===== src/rtl/ifu_inst_queue.sv =====
// Dual-issue instruction queue between fetch and decode: a circular buffer of {inst, addr, pred_branch}.
// Optional same-cycle empty-queue bypass is compiled in with IFU_INST_QUEUE_BYPASS_EN.
module ifu_inst_queue #(
  parameter int unsigned DEPTH           = 8,
  parameter int unsigned INST_DATA_WIDTH = 32,
  parameter int unsigned INST_ADDR_WIDTH = 32
) (
  input  logic                       clk,
  input  logic                       rst,
  input  logic                       flush_i,
  input  logic                       stall_i,
  input  logic [INST_DATA_WIDTH-1:0] inst1_i,
  input  logic [INST_ADDR_WIDTH-1:0] inst1_addr_i,
  input  logic                       inst1_pred_branch_i,
  input  logic                       inst1_valid_i,
  input  logic [INST_DATA_WIDTH-1:0] inst2_i,
  input  logic [INST_ADDR_WIDTH-1:0] inst2_addr_i,
  input  logic                       inst2_pred_branch_i,
  input  logic                       inst2_valid_i,
  output logic                       in_ready_o,
  output logic [INST_DATA_WIDTH-1:0] inst1_o,
  output logic [INST_ADDR_WIDTH-1:0] inst1_addr_o,
  output logic                       is_pred_branch1_o,
  output logic                       inst1_valid_o,
  output logic [INST_DATA_WIDTH-1:0] inst2_o,
  output logic [INST_ADDR_WIDTH-1:0] inst2_addr_o,
  output logic                       is_pred_branch2_o,
  output logic                       inst2_valid_o,
  output logic [$clog2(DEPTH):0]     count_o
);

  localparam int unsigned PTR_W = $clog2(DEPTH);
  localparam int unsigned CNT_W = PTR_W + 1;

  if (DEPTH < 4 || (DEPTH & (DEPTH - 1)) != 0) begin : g_depth_check
    $error("ifu_inst_queue: DEPTH must be a power of two and at least 4");
  end

  logic [INST_DATA_WIDTH-1:0] r_inst_mem [DEPTH];
  logic [INST_ADDR_WIDTH-1:0] r_addr_mem [DEPTH];
  logic                       r_pred_mem [DEPTH];

  logic [PTR_W-1:0] r_head;
  logic [PTR_W-1:0] r_tail;
  logic [CNT_W-1:0] r_count;

  logic [PTR_W-1:0] w_head_p1;
  logic [PTR_W-1:0] w_tail_p1;
  logic             w_in_ready;
  logic             w_q_v1;
  logic             w_q_v2;
  logic             w_bypass;
  logic [1:0]       w_push_n;
  logic [1:0]       w_pop_n;

  // Occupancy-derived status and push/pop amounts for this cycle.
  always_comb begin
    w_head_p1  = r_head + PTR_W'(1);
    w_tail_p1  = r_tail + PTR_W'(1);
    w_in_ready = (r_count <= CNT_W'(DEPTH - 2));
    w_q_v1     = (r_count != '0);
    w_q_v2     = (r_count >= CNT_W'(2));
`ifdef IFU_INST_QUEUE_BYPASS_EN
    w_bypass   = (r_count == '0) && !stall_i && !flush_i && !rst;
`else
    w_bypass   = 1'b0;
`endif
    w_push_n = 2'd0;
    if (w_in_ready && !flush_i && !w_bypass && inst1_valid_i) begin
      w_push_n = inst2_valid_i ? 2'd2 : 2'd1;
    end
    w_pop_n = 2'd0;
    if (!stall_i && !flush_i) begin
      w_pop_n = {1'b0, w_q_v1} + {1'b0, w_q_v2};
    end
  end

  // Pointer and occupancy state; reset beats flush beats push/pop.
  always_ff @(posedge clk) begin
    if (rst) begin
      r_head  <= '0;
      r_tail  <= '0;
      r_count <= '0;
    end else if (flush_i) begin
      r_head  <= '0;
      r_tail  <= '0;
      r_count <= '0;
    end else begin
      r_head  <= r_head + PTR_W'(w_pop_n);
      r_tail  <= r_tail + PTR_W'(w_push_n);
      r_count <= r_count + CNT_W'(w_push_n) - CNT_W'(w_pop_n);
    end
  end

  // Storage is not reset; output masking hides stale entries.
  always_ff @(posedge clk) begin
    if (!rst && w_push_n != 2'd0) begin
      r_inst_mem[r_tail] <= inst1_i;
      r_addr_mem[r_tail] <= inst1_addr_i;
      r_pred_mem[r_tail] <= inst1_pred_branch_i;
      if (w_push_n == 2'd2) begin
        r_inst_mem[w_tail_p1] <= inst2_i;
        r_addr_mem[w_tail_p1] <= inst2_addr_i;
        r_pred_mem[w_tail_p1] <= inst2_pred_branch_i;
      end
    end
  end

  // Decode-facing slots; data is zeroed whenever the slot is not valid.
  always_comb begin
    in_ready_o    = w_in_ready;
    count_o       = r_count;
    inst1_valid_o = w_q_v1;
    inst2_valid_o = w_q_v2;
    inst1_o           = w_q_v1 ? r_inst_mem[r_head] : '0;
    inst1_addr_o      = w_q_v1 ? r_addr_mem[r_head] : '0;
    is_pred_branch1_o = w_q_v1 ? r_pred_mem[r_head] : 1'b0;
    inst2_o           = w_q_v2 ? r_inst_mem[w_head_p1] : '0;
    inst2_addr_o      = w_q_v2 ? r_addr_mem[w_head_p1] : '0;
    is_pred_branch2_o = w_q_v2 ? r_pred_mem[w_head_p1] : 1'b0;
`ifdef IFU_INST_QUEUE_BYPASS_EN
    if (w_bypass) begin
      inst1_valid_o     = inst1_valid_i;
      inst2_valid_o     = inst1_valid_i & inst2_valid_i;
      inst1_o           = inst1_valid_o ? inst1_i : '0;
      inst1_addr_o      = inst1_valid_o ? inst1_addr_i : '0;
      is_pred_branch1_o = inst1_valid_o & inst1_pred_branch_i;
      inst2_o           = inst2_valid_o ? inst2_i : '0;
      inst2_addr_o      = inst2_valid_o ? inst2_addr_i : '0;
      is_pred_branch2_o = inst2_valid_o & inst2_pred_branch_i;
    end
`endif
  end

endmodule


===== config.mk =====
export PLATFORM = sky130hd
export DESIGN_NAME = ifu_inst_queue
export DESIGN_NICKNAME = d
export VERILOG_FILES = /design/src/rtl/ifu_inst_queue.sv
export SDC_FILE = /design/constraint.sdc
export NUM_CORES = 1
export LEC_CHECK = 0
export BUFFER_PORTS_ARGS = -buffer_cell sky130_fd_sc_hd__buf_2
export CELL_PAD_IN_SITES_DETAIL_PLACEMENT = 1
export CELL_PAD_IN_SITES_GLOBAL_PLACEMENT = 2
export CORE_ASPECT_RATIO = 1.5
export CORE_MARGIN = 1
export CORE_UTILIZATION = 45
export DETAILED_ROUTE_END_ITERATION = 16
export GPL_TIMING_DRIVEN = 0
export PLACE_DENSITY_LB_ADDON = 0.2
export SYNTH_ARGS = -nofsm -noshare
export SYNTH_HDL_FRONTEND = slang
export SYNTH_SLANG_ARGS = --single-unit

===== constraint.sdc =====
create_clock -name clk -period 13.71 [get_ports clk]
set_clock_uncertainty 0.2 [all_clocks]
set_input_delay 0.6855 -clock clk [delete_from_list [all_inputs] [get_ports clk]]
set_output_delay 0.6855 -clock clk [all_outputs]
set_load 0.02 [all_outputs]

==> impl_metrics.toml <==
[synthesis]
async_flop_share_pct = 0
syn_avg_cell_area_um2 = 12.6
ys.flop_type = "edfxtp_1"
yosysTopAreaCell = "edfxtp_1"
yosys.area.top_type_share_pct = 50.6
ys_seq_elements = 530
synth_edf_count = 520
ys_types = 42
synth_warnings = 0
syn_nets = 2605
ys_seq_area_share_pct = 51.3
netlist_area_mm2 = 0.0309
syn_inst = 2454
synthTopCellsByArea = "edfxtp_1, mux2_2, mux4_2"

[status]
status = "finished clean"

[flow_run]
cap_violations = 0

[worst_setup_path]
cp_max_fo = 10
cp.required_ns = 12.82
end_kind = "output port"
startpoint_type = "flop"
worstSetupPathType = "reg -> out"
critical_path_arrival_ns = 4.21

[cells_and_area]
n_fill_cell = 7008
fin_cells = 3770
fin_area_mm2 = 0.0359
final_core_util_pct = 53.0
regArea_mm2 = 0.0158
drive_gt1_share_pct = 39.7
syn2layout_area_growth_pct = 16.5
multi_input_area_mm2 = 0.0142
nNetsFinal = 2967

[pwr]
combPwrFrac_pct = 28.9
power_frac_clock_pct = 32.6
intPower_uw = 3100
p_per_area_mw_per_mm2 = 131
leakage_uw = 0.0130
swShare_pct = 34.4
pwr-share-seq_pct = 38.5
switchingPower_uw = 1630
ir_drop_v = 0.000127

[clocking]
cts_resized = 0
root_buffer = "clkbuf_16"
cts_buffer_depth = 3
ctsHoldBuffers = 0
clk_latency_ns = 0.63
clock-sinks = 530
path_clk_slew_ns = 0.06
cts_htree_levels = 2
postCtsSetupBuffers = 0
cts_buffers = 54
cts_tree = "built"

[drt]
post_drt_wl_per_cell_um = 31.9
drt_pre_antenna_iters = 6
antenna_left = 0
avgViaCountPerCell = 6.28
vias = 23686
drcViolationCount = 0
routed_wl_um = 120000
drt_iter0_markers = 2079

[sta]
rsz0062_at_grt = "no"
slew_headroom_pct = 18.3
slew_violations = 0
timing.fmax_mhz = 196
finalSetupViolCount = 0
hold_viol = 0
tns_ns = 0
setup_slack_ns = 8.62
tightest_slew_ns = 1.23
min_period_ns = 5.09
period_share_pct = 37.2

[placed_design]
dp.cells = 3652
gp_congestion = 0.890
place_area_mm2 = 0.0341
io_buffers = 271
dpl_worst_slack_ns = 8.62
place_hpwl_um = 83900

[global_route]
grt_pass1_wl_um = 171000
grt_pass1_vias = 25394
grt_overflow = 0
antenna_found_initial = 19
grt_max_degree = 24
grt.total_usage_pct = 34.3

[die]
dieWidth_um = 216
dieArea_mm2 = 0.0696
die_y_um = 323
row_count = 117
core_mm2 = 0.0678
ios = 273
start_util_pct = 45.5

[worst_hold_path]
holdCritPathClass = "in -> reg"
-- state kept, by name, summed over array words and instances, names as in the netlist --
signal      flops
r_addr_mem    256
r_inst_mem    256
r_pred_mem      8
count_o         4
r_head          3
r_tail          3
-- critical path, stage by stage (launching register included) --
cell and delay [ns]:
dfxtp_1 0.35, ha_1 0.28, xnor2_1 0.74, clkbuf_1 0.73, clkbuf_1 0.70, nand2_1 0.12
a21oi_1 0.17, or4_1 0.27, buf_2 0.21
-- layout by cell type, fill, tap and decap left out, types with 4 or more instances in the layout --
cell type,Yosys,layout
a21oi_1,263,262
and2_1,5,5
buf_1,20,20
buf_12,0,10
buf_16,0,9
buf_2,99,370
buf_8,0,15
bufinv_16,0,4
clkbuf_1,71,82
clkbuf_16,0,59
clkinv_1,0,8
clkinv_2,0,13
dfxtp_1,10,10
diode_2,0,16
edfxtp_1,520,520
fa_1,4,4
ha_1,11,11
inv_1,11,11
mux2_1,16,16
mux2_2,504,504
mux2i_1,65,65
mux4_2,130,130
nand2_1,526,526
nand2b_1,5,5
nand3_1,9,9
nand3b_1,4,4
nor2_1,80,76
nor2_4,0,4
nor2b_1,4,4
or4_1,65,65
xnor2_1,5,5
-- cells in the mapped netlist, types with 2 or more instances --
cell       count
buf_1         20
xor2_1         2
edfxtp_1     520
buf_2         99
nand3b_1       4
clkbuf_1      71
nor2b_1        4
dfxtp_1       10
nor3_1         2
fa_1           4
a2bb2oi_1      2
nand2b_1       5
or2_2          2
inv_1         11
mux4_2       130
nor2_1        80
or4_1         65
mux2_2       504
a21oi_1      263
ha_1          11
and2_1         5
mux2i_1       65
nor3b_1        3
nand3_1        9
xnor2_1        5
nand2_1      526
a32oi_1        2
mux2_1        16
-- power by group through the flow --
stage	Combinational, µW	Clock [µW]	Sequential (µW)
after CTS	1360	1550	1820
after global routing	1420	1610	1820
after detailed placement	1350	0	1850
after global placement	1320	0	1860
after floorplan	754	0	1860
final	1360	1540	1820
-- path summary, 6_finish.rpt --
kind                          from                end  slack [ns]  depth (start not counted)
setup reg to reg        count_o[3]         count_o[2]        8.64                         16
setup / recovery         r_head[0]         inst2_o[9]        8.62                          8
hold reg to reg          r_tail[0]          r_tail[0]        0.42                          2
hold / removal    inst2_addr_i[15]  r_addr_mem[5][15]        0.24                          2
-- final cells by class --
| type | count | area share, % |
|---|---|---|
| antenna | 16 | 0.111 |
| buffer | 191 | 2.34 |
| clock buffer | 72 | 4.30 |
| clock inverter | 30 | 0.703 |
| inverter | 11 | 0.115 |
| multi-input combinational | 1722 | 39.6 |
| sequential | 530 | 44.0 |
| tap | 892 | 3.11 |
| timing repair buffer | 306 | 5.68 |
-- metal layers --
| metal | vias up | share of wire, % | track usage [%] | routed length, µm |
|---|---|---|---|---|
| met4 | 12 | 5.3 | 19.1 | 6380 |
| met5 | - | 0.066 | 0 | 79 |
| li1 | 10001 | - | - | - |
| met1 | 12124 | 36 | 39.2 | 43300 |
| met3 | 358 | 7.3 | 5.63 | 8730 |
| met2 | 1191 | 51 | 60.7 | 61700 |
-- metrics by stage --
step / power (µW) / hold slack, ns
floorplan: 2610 / 0.378
global placement: 3180 / 0.404
detailed placement: 3200 / 0.413
CTS: 4720 / 0.209
global route: 4850 / 0.238
finish: 4720 / 0.241
-- cells by family (layout without fill, tap and decap cells) --
family          after synthesis  after routing  share of synthesized area (%)
other cells                   0             16                              0
mux                         716            716                           30.6
fa+ha+maj                    15             15                          0.706
flops                       530            530                           51.3
simple gates                710            710                           9.80
compound gates              274            274                           4.55
buf+inv                     202            610                           2.86
xor+xnor                      7              7                          0.199
Note: power is estimated with default switching activity, not from simulation.
